[config.mk]
export PLATFORM = sky130hd
export DESIGN_NAME = gf16_resource_arbiter
export DESIGN_NICKNAME = d
export VERILOG_FILES = /design/src/rtl/gf16_arb_pkg.sv /design/src/rtl/rr_arbiter.sv /design/src/rtl/gf16_resource_arbiter.sv
export SDC_FILE = /design/constraint.sdc
export NUM_CORES = 1
export LEC_CHECK = 0
export ABC_CLOCK_PERIOD_IN_PS = 1640
export CAP_MARGIN = 40
export CORE_AREA = 2 2 336 338
export DETAILED_ROUTE_END_ITERATION = 10
export DIE_AREA = 0 0 338 340
export PLACE_DENSITY = 0.3
export SLEW_MARGIN = 25
export SYNTH_ARGS = -nofsm -noshare
export SYNTH_HDL_FRONTEND = slang
export SYNTH_SLANG_ARGS = --single-unit
[constraint.sdc]
create_clock -name clk -period 1.64 [get_ports clk]
set_clock_uncertainty 0.15 [all_clocks]
set_input_delay 0.328 -clock clk [delete_from_list [all_inputs] [get_ports clk]]
set_output_delay 0.328 -clock clk [all_outputs]
set_load 0.03 [all_outputs]
[src/rtl/gf16_arb_pkg.sv]
// Shared constants and FSM state encodings for the GF(2^16) resource arbiter.
package gf16_arb_pkg;

    localparam int W       = 16;
    localparam int LANES   = 9;
    localparam int INV_LAT = 17;
    localparam int CNT_W   = $clog2(INV_LAT + 1);

    typedef enum logic [1:0] {
        M_IDLE = 2'd0,
        M_OWN  = 2'd1,
        M_GAP  = 2'd2
    } mul_state_t;

    typedef enum logic [1:0] {
        I_IDLE = 2'd0,
        I_OWN  = 2'd1,
        I_BUSY = 2'd2,
        I_DONE = 2'd3
    } inv_state_t;

endpackage

[src/rtl/rr_arbiter.sv]
// Combinational round-robin pick: lowest requesting index at or above ptr,
// otherwise lowest requesting index overall. Grant is one-hot or zero.
module rr_arbiter #(
    parameter int NREQ = 2,
    parameter int PW   = (NREQ > 1) ? $clog2(NREQ) : 1
) (
    input  logic [NREQ-1:0] req,
    input  logic [PW-1:0]   ptr,
    output logic [NREQ-1:0] gnt,
    output logic [PW-1:0]   idx
);

    logic hit;

    always_comb begin
        gnt = '0;
        idx = '0;
        hit = 1'b0;
        for (int i = 0; i < NREQ; i++) begin
            if (!hit && req[i] && (i >= int'(ptr))) begin
                hit    = 1'b1;
                gnt[i] = 1'b1;
                idx    = PW'(i);
            end
        end
        for (int i = 0; i < NREQ; i++) begin
            if (!hit && req[i]) begin
                hit    = 1'b1;
                gnt[i] = 1'b1;
                idx    = PW'(i);
            end
        end
    end

endmodule

[src/rtl/gf16_resource_arbiter.sv]
// Shares the multiplier array (burst ownership) and the inverter
// (transaction ownership) between NREQ requesters, one round-robin channel each.
//
// multiplier FSM
//   state  | meaning
//   M_IDLE | no owner; grant registered on any request
//   M_OWN  | owner's operands muxed onto the array
//   M_GAP  | one dead cycle so the last result is not seen by the next owner
//
// inverter FSM
//   state  | meaning
//   I_IDLE | no owner
//   I_OWN  | owner granted, waiting for its trigger
//   I_BUSY | operand latched, counting to INV_LAT
//   I_DONE | result latched; re-own or release
module gf16_resource_arbiter
    import gf16_arb_pkg::*;
#(
    parameter int NREQ = 2
) (
    input  logic                    clk,
    input  logic                    rst_b,
    input  logic [NREQ-1:0]         mul_req,
    input  logic [NREQ*LANES*W-1:0] mul_o_in,
    input  logic [NREQ*W-1:0]       mul_t_in,
    output logic [NREQ-1:0]         mul_gnt,
    output logic [LANES*W-1:0]      mul_r_out,
    input  logic [NREQ-1:0]         inv_req,
    input  logic [NREQ*W-1:0]       inv_in,
    input  logic [NREQ-1:0]         inv_trg_in,
    output logic [NREQ-1:0]         inv_gnt,
    output logic [NREQ-1:0]         inv_done,
    output logic [W-1:0]            inv_r_out,
    output logic                    inv_err,
    output logic [LANES*W-1:0]      mul_o_out,
    output logic [W-1:0]            mul_t_out,
    input  logic [LANES*W-1:0]      mul_r_in,
    output logic [W-1:0]            inv_out,
    output logic                    inv_en,
    output logic                    inv_trg,
    input  logic [W-1:0]            inv_r_in
);

    localparam int PW = (NREQ > 1) ? $clog2(NREQ) : 1;

    function automatic logic [PW-1:0] rr_next(input logic [PW-1:0] i);
        return (i == PW'(NREQ - 1)) ? '0 : i + 1'b1;
    endfunction

    mul_state_t        m_state, m_next;
    logic [NREQ-1:0]   m_gnt_q, m_gnt_d, m_arb_gnt;
    logic [PW-1:0]     m_ptr_q, m_ptr_d, m_arb_idx;
    logic [LANES*W-1:0] m_sel_o;
    logic [W-1:0]      m_sel_t;
    logic              m_owner_req;

    inv_state_t        i_state, i_next;
    logic [NREQ-1:0]   i_gnt_q, i_gnt_d, i_arb_gnt;
    logic [PW-1:0]     i_ptr_q, i_ptr_d, i_arb_idx;
    logic [W-1:0]      i_own_in;
    logic              i_owner_req, i_owner_trg;
    logic [NREQ-1:0]   honour_mask;
    logic [W-1:0]      op_q, op_d, r_q, r_d;
    logic [CNT_W-1:0]  cnt_q, cnt_d;
    logic              trg_q, trg_d, err_q, err_d;
    logic [NREQ-1:0]   done_q, done_d;

    rr_arbiter #(.NREQ(NREQ), .PW(PW)) u_mul_arb (
        .req (mul_req),
        .ptr (m_ptr_q),
        .gnt (m_arb_gnt),
        .idx (m_arb_idx)
    );

    rr_arbiter #(.NREQ(NREQ), .PW(PW)) u_inv_arb (
        .req (inv_req),
        .ptr (i_ptr_q),
        .gnt (i_arb_gnt),
        .idx (i_arb_idx)
    );

    // Grants are one-hot, so masking with the grant selects the owner.
    assign m_owner_req = |(mul_req & m_gnt_q);
    assign i_owner_req = |(inv_req & i_gnt_q);
    assign i_owner_trg = |(inv_trg_in & i_gnt_q);

    always_comb begin
        m_sel_o  = '0;
        m_sel_t  = '0;
        i_own_in = '0;
        for (int i = 0; i < NREQ; i++) begin
            if (m_gnt_q[i]) begin
                m_sel_o = mul_o_in[i*LANES*W +: LANES*W];
                m_sel_t = mul_t_in[i*W +: W];
            end
            if (i_gnt_q[i]) begin
                i_own_in = inv_in[i*W +: W];
            end
        end
    end

    always_ff @(posedge clk or negedge rst_b) begin
        if (!rst_b) begin
            m_state <= M_IDLE;
            m_gnt_q <= '0;
            m_ptr_q <= '0;
        end else begin
            m_state <= m_next;
            m_gnt_q <= m_gnt_d;
            m_ptr_q <= m_ptr_d;
        end
    end

    always_comb begin
        m_next  = m_state;
        m_gnt_d = m_gnt_q;
        m_ptr_d = m_ptr_q;
        case (m_state)
            M_IDLE: begin
                if (|mul_req) begin
                    m_next  = M_OWN;
                    m_gnt_d = m_arb_gnt;
                    m_ptr_d = rr_next(m_arb_idx);
                end
            end
            M_OWN: begin
                if (!m_owner_req) begin
                    m_next  = M_GAP;
                    m_gnt_d = '0;
                end
            end
            M_GAP: m_next = M_IDLE;
            default: begin
                m_next  = M_IDLE;
                m_gnt_d = '0;
            end
        endcase
    end

    assign mul_gnt   = m_gnt_q;
    assign mul_o_out = (m_state == M_OWN) ? m_sel_o : '0;
    assign mul_t_out = (m_state == M_OWN) ? m_sel_t : '0;
    assign mul_r_out = mul_r_in;

    always_ff @(posedge clk or negedge rst_b) begin
        if (!rst_b) begin
            i_state <= I_IDLE;
            i_gnt_q <= '0;
            i_ptr_q <= '0;
            op_q    <= '0;
            cnt_q   <= '0;
            trg_q   <= 1'b0;
            err_q   <= 1'b0;
            done_q  <= '0;
            r_q     <= '0;
        end else begin
            i_state <= i_next;
            i_gnt_q <= i_gnt_d;
            i_ptr_q <= i_ptr_d;
            op_q    <= op_d;
            cnt_q   <= cnt_d;
            trg_q   <= trg_d;
            err_q   <= err_d;
            done_q  <= done_d;
            r_q     <= r_d;
        end
    end

    // Only the owner's trigger while in I_OWN starts a transaction.
    assign honour_mask = (i_state == I_OWN) ? i_gnt_q : '0;

    always_comb begin
        i_next  = i_state;
        i_gnt_d = i_gnt_q;
        i_ptr_d = i_ptr_q;
        op_d    = op_q;
        cnt_d   = cnt_q;
        trg_d   = 1'b0;
        done_d  = '0;
        r_d     = r_q;
        err_d   = |(inv_trg_in & ~honour_mask);
        case (i_state)
            I_IDLE: begin
                if (|inv_req) begin
                    i_next  = I_OWN;
                    i_gnt_d = i_arb_gnt;
                    i_ptr_d = rr_next(i_arb_idx);
                end
            end
            I_OWN: begin
                if (i_owner_trg) begin
                    i_next = I_BUSY;
                    trg_d  = 1'b1;
                    op_d   = i_own_in;
                    cnt_d  = '0;
                end else if (!i_owner_req) begin
                    i_next  = I_IDLE;
                    i_gnt_d = '0;
                end
            end
            I_BUSY: begin
                if (cnt_q == CNT_W'(INV_LAT)) begin
                    i_next = I_DONE;
                    r_d    = inv_r_in;
                    done_d = i_gnt_q;
                end else begin
                    cnt_d = cnt_q + 1'b1;
                end
            end
            I_DONE: begin
                if (i_owner_req) begin
                    i_next = I_OWN;
                end else begin
                    i_next  = I_IDLE;
                    i_gnt_d = '0;
                end
            end
            default: begin
                i_next  = I_IDLE;
                i_gnt_d = '0;
            end
        endcase
    end

    assign inv_gnt   = i_gnt_q;
    assign inv_done  = done_q;
    assign inv_r_out = r_q;
    assign inv_err   = err_q;
    assign inv_trg   = trg_q;
    assign inv_en    = (i_state != I_IDLE);
    assign inv_out   = (i_state == I_OWN) ? i_own_in :
                       (i_state == I_IDLE) ? '0 : op_q;

endmodule

Word level (Yosys, flattened, before mapping). Cells that the tools add are included.

Latch bits: 0. Output and inout port bits: 345. Word-level logic and storage cells: 123. Register bits: 51. Input port bits: 520. Bits in read-only memories: 0. RAM bits: 0. Memories kept: 0.

Multiply operators: 0. Muxes and demuxes: 52. Add/subtract/negate cells: 3. Order comparisons: 2. Div/mod/pow operators: 0. Equal/unequal tests: 14. Reductions and logical operators: 34. Shift-type cells: 0. Bitwise logic cells: 6.

Operator list (number): 2-to-1 mux 144 bit (3); 2-to-1 mux 16 bit (7); 2-to-1 mux 2 bit (14); 2-to-1 mux 1 bit (21); inequality test 2 bit (second input constant) (7); case mux 2 bit (3 select lines) (2); AND reduction 3 bit (4); OR reduction 2 bit (6); 2-to-1 mux 5 bit (2); case mux 5 bit (2 select lines) (1); AND reduction 2 bit (5); AND 2 bit (4); logical AND 1 bit (8); case mux 2 bit (4 select lines) (1); equality test 2 bit (second input constant) (3); logical NOT 1 bit (6); adder 5 x 1 -> 5 bit (second input constant) (1); equality test 5 bit (second input constant) (1); equality test 2 x 1 -> 1 bit (second input constant) (2); logical NOT 2 bit (2); case mux 2 bit (2 select lines) (1); nonzero test 2 bit (2); inequality test 3 bit (second input constant) (1); nonzero test 3 bit (1); other kinds (4) (6).

Depth between registers and ports, before layout.
Depth after elaboration: 14. Gate-level depth with buffers: 6.

Hierarchy. From an unflattened synthesis, not the netlist that was laid out.

Cell total of the unflattened synthesis: 758. Area total of the unflattened synthesis: 5698.0 µm².

By module, submodules not included: gf16_resource_arbiter (instances 1, area each 5645.4 µm², cells an instance 750, seq. area each 1276.2 µm²); rr_arbiter (instances 2, area each 26.3 µm², cells an instance 4, seq. area each 0.0 µm²).

Least setup slack after synthesis. No wires, ideal clock.

Path type: register -> output. From: reg i_gnt_q[0] (netlist: inv_gnt[0]). To: out inv_out[15]. Setup slack: -649 ps. Arrival time: 1811 ps. Stages on the path, launching flop included: 5. Required time: 1162 ps. Buffers on the path: 1. Cell sequence: dfrtp_1 -> and2b_1 -> buf_2 -> a22oi_1 -> o21ai_0.

Word-level cells in the longest chain between the ends: 3.

RTL lines: start: declaration (line gf16_resource_arbiter.sv:58) `logic [NREQ-1:0] i_gnt_q, i_gnt_d, i_arb_gnt;`; start signal: assignment (line gf16_resource_arbiter.sv:158) `i_gnt_q <= i_gnt_d;`; 2-to-1 mux 16 bit (2 in a row) (line gf16_resource_arbiter.sv:96) `if (i_gnt_q[i]) begin`; 2-to-1 mux 16 bit (line gf16_resource_arbiter.sv:231) `assign inv_out = (i_state == I_OWN) ? i_own_in :`; end: declaration (line gf16_resource_arbiter.sv:38) `output logic [W-1:0] inv_out,`.

Every way passes these cells.

Worst setup path in the final report.
From: reg m_gnt_q[1] (netlist: mul_gnt[1]). To: out mul_o_out[130].

Word-level cells in the longest chain between the ends: 2.

RTL lines: start: declaration (line gf16_resource_arbiter.sv:51) `logic [NREQ-1:0] m_gnt_q, m_gnt_d, m_arb_gnt;`; start signal: assignment (line gf16_resource_arbiter.sv:109) `m_gnt_q <= m_gnt_d;`; 2-to-1 mux 144 bit (line gf16_resource_arbiter.sv:92) `if (m_gnt_q[i]) begin`; 2-to-1 mux 144 bit (line gf16_resource_arbiter.sv:141) `assign mul_o_out = (m_state == M_OWN) ? m_sel_o : '0;`; end: declaration (line gf16_resource_arbiter.sv:35) `output logic [LANES*W-1:0] mul_o_out,`.

Every way passes these cells.

==> run_results.csv <==
group,metric,value,unit
status,status,"complete, but fails checks",
status,violations,"negative setup slack",
synthesis,yosys_register_bits,51,
critical_path,cp.arrival,1.84,ns
placement,hpwl,43.1,mm
synthesis,synthCells,755,
die,die_w,338,um
clock_tree,cts_tree,"built",
grt,grtUsageMet1,7.81,%
sta,worst_slack,-0.678,ns
critical_path,critPathTopFamily,"buffers and inverters",
grt,grt.overflow.total,0,
pwr,p_clk_share,5.7,%
grt,grt_pass1_vias,7943,
placement,gp_congestion,0.829,
critical_path,r2r_cells,6,
min_path,hold_path.class,"register to register",
pwr,p_leak,5.54,nW
clock_tree,cts_htree_levels,2,
clock_tree,clkSlewWorstSetupHoldPaths,0.10,ns
clock_tree,clock_latency,0.33,ns
pwr,pwr_density_cell,1400,mW/mm2
clock_tree,clockBufferDepth,2,
routing,drc,0,
synthesis,yosysWarnings,0,
synthesis,syn_area,0.00560,mm2
die,core_area,0.112,mm2
cells_and_area,final_common_cell,"clkdlybuf4s50_1",
die,io_pins,865,
cells_and_area,area_growth,184,%
sta,post-route-period-util,141,%
critical_path,worstSetupPathDepth,6,
cells_and_area,drive_gt1_share,54.3,%
synthesis,synth_edf_count,0,
grt,busiest_layer,"met2",
grt,met3_usage,5.13,%
pwr,power_frac_seq,8.7,%
synthesis,synth_nets,1277,
pwr,total_power,22.3,mW
clock_tree,numCtsBuffers,5,
critical_path,cp_slowest_stage_delay,0.52,ns
sta,fmax,431,MHz
pwr,comb_power_share,85.5,%
routing,detail-route-antenna-nets,0,
die,start_util,5.02,%
critical_path,crit_type,"register to output port",
pwr,p_int,11.1,mW
min_path,hold_depth,1,
synthesis,yosysSeqAreaShare,22.8,%
grt,use_met2,13.2,%
flow_run,drv_cap,0,
sta,tightestPinTransition,0.380,ns
pwr,switching_power,11.2,mW
sta,finalSetupViolations,211,
cells_and_area,fillCellCount,12640,
cells_and_area,final_cell_mix,"clkdlybuf4s50_1 (374), a22oi_2 (117), buf_4 (108)",
sta,fin_crit,2.32,ns
grt,track_usage,7.97,%
critical_path,cpMaxStageDelayCell,"dfrtp_4",
critical_path,crit_required,1.16,ns
grt,grt_max_degree,52,
critical_path,path_buf_inv,3,
sta,rsz0062_at_grt,"true",
critical_path,worstPathMaxFanout,27,
critical_path,crit_chain,"nor2b_4, buf_12, buf_16, a22oi_1, nor2_2, buf_12",
grt,grt_antenna_before_repair,12,
synthesis,syn_area_per_cell,7.42,um2
routing,routed_wl,51.1,mm
sta,report.final.slew_viol_count,0,
critical_path,cp-end-kind,"output port",
placement,portBuffers,576,
sta,holdWs,0.358,ns
clock_tree,clock_sinks,51,
pwr,ir_drop,0.000594,V
sta,hold_viol_final,0,
die,die_h,340,um
die,num_rows,123,
cells_and_area,regArea,0.00128,mm2
die,dieArea,0.115,mm2
sta,relSlewSlack,74.6,%
critical_path,worst_setup_path_start_kind,"register",
routing,vias_per_cell,2.82,
routing,dr.pass1.iters,5,
cells_and_area,multi_input_area,0.00454,mm2
grt,grt_pass1_wl,63.7,mm
pwr,p_sw_share,50.2,%
routing,post_drt_wl_per_cell,18.5,um
critical_path,cp_common_cell,"buf_12",
synthesis,yosys.cell_types.count,35,
synthesis,async_flop_share,100,%
routing,via_count,7794,
synthesis,synth_flop_cell,"dfrtp_1",
routing,drt_iter0_drc,183,
cells_and_area,finalNetCount,1778,
clock_tree,cts_root_buf,"clkbuf_16",
[synthesized netlist by cell type (2+ instances only)]
| library cell | count | share of area [%] |
|---|---|---|
| mux2_2 | 10 | 2.0 |
| nand3_1 | 3 | 0.27 |
| o21ai_0 | 24 | 2.1 |
| inv_1 | 7 | 0.47 |
| nor2b_1 | 2 | 0.22 |
| ha_1 | 2 | 0.45 |
| a221oi_1 | 2 | 0.31 |
| buf_1 | 9 | 0.60 |
| mux2_4 | 8 | 2.1 |
| xnor2_1 | 2 | 0.31 |
| buf_4 | 147 | 20 |
| clkbuf_1 | 22 | 1.5 |
| nand3b_1 | 2 | 0.27 |
| nand2b_1 | 5 | 0.56 |
| o2bb2ai_1 | 2 | 0.31 |
| a31oi_1 | 3 | 0.34 |
| a22oi_1 | 177 | 24 |
| buf_2 | 33 | 2.9 |
| a21oi_1 | 37 | 3.3 |
| a32o_1 | 2 | 0.36 |
| a22o_1 | 4 | 0.63 |
| a32oi_1 | 2 | 0.31 |
| dfrtp_1 | 51 | 23 |
| nand2_1 | 22 | 1.5 |
| nor2_1 | 165 | 11 |
| o22ai_1 | 3 | 0.34 |
[final timing paths]
path / start / slack, ns / end
max in group asynchronous: rst_b / 0.63 / inv_r_out[7]
hold reg to reg: m_ptr_q / 0.36 / m_ptr_q
hold / removal: m_ptr_q / 0.36 / m_ptr_q
setup reg to reg: cnt_q[1] / -0.15 / inv_r_out[9]
setup / recovery: mul_gnt[1] / -0.68 / mul_o_out[130]
min in group asynchronous: rst_b / 0.37 / inv_r_out[5]
[sequential cells by signal, summed over array words and instances, names as in the netlist, named ones only]
signal,cells
cnt_q,5
inv_gnt,2
inv_r_out,16
inv_trg,1
mul_gnt,2
inv_err,1
op_q,16
inv_done,2
m_ptr_q,1
i_ptr_q,1
i_state,1
m_state,2
[cell families (layout without fill, tap and decap cells)]
| logic type | count (synthesis) | in the layout | share of synthesized area (%) |
|---|---|---|---|
| AO/OA/AOI/OAI | 259 | 259 | 32.2 |
| buffers and inverters | 219 | 721 | 25.4 |
| AND/OR/NAND/NOR | 204 | 204 | 14.7 |
| flip-flops | 51 | 51 | 22.8 |
| multiplexers | 18 | 18 | 4.15 |
| adder cells (fa/ha/maj) | 2 | 2 | 0.447 |
| XOR/XNOR | 2 | 2 | 0.313 |
| other | 0 | 5 | 0 |
[stage by stage]
stage	util (%)	setup WS, ns	std cells	TNS [ns]	instance area (um2)
after floorplan	-	-0.247	755	-31.22	6910
after global placement	12.7	-0.361	2725	-48.98	14200
after detailed placement	12.7	-0.361	2725	-52.38	14200
after CTS	13.4	-0.722	2743	-120.92	15000
after global routing	14.3	-0.774	2759	-126.09	15900
final	14.3	-0.678	2762	-106.36	15900
[area by class of cell]
cell class	count	area share, %
clock inverter	3	0.173
sequential	51	8.08
multi-input combinational	485	28.6
inverter	7	0.165
antenna	5	0.0786
tap	1500	11.8
clock buffer	5	0.786
timing repair buffer	706	50.4
[what timing repair did]
action / 4_1_cts / 5_1_grt
hold buffers: 1 / 0
setup endpoints to repair: 234 / 239
endpoints found under the hold margin: 51 / 0
buffers inserted: 5 / 17
cloned: 4 / 8
resized for setup: 105 / 158
pin swaps: 11 / 37
[power by group through the flow]
stage / Sequential [mW] / Combinational (mW) / Clock, mW
2_1_floorplan: 2.06 / 9.59 / 0
5_1_grt: 2.01 / 20.2 / 1.43
3_5_place_dp: 1.93 / 16.6 / 0
6_report: 1.95 / 19.1 / 1.28
4_1_cts: 1.91 / 17.8 / 1.39
3_3_place_gp: 1.93 / 16.6 / 0
[layer usage]
layer	vias up	part of all wire (%)	routed length [um]
met5	-	0.067	34
met4	6	4.3	2200
met3	51	15	7830
met2	470	47	24100
met1	3697	33	16900
li1	3570	-	-
No activity file was read; power rests on OpenSTA's default activity.
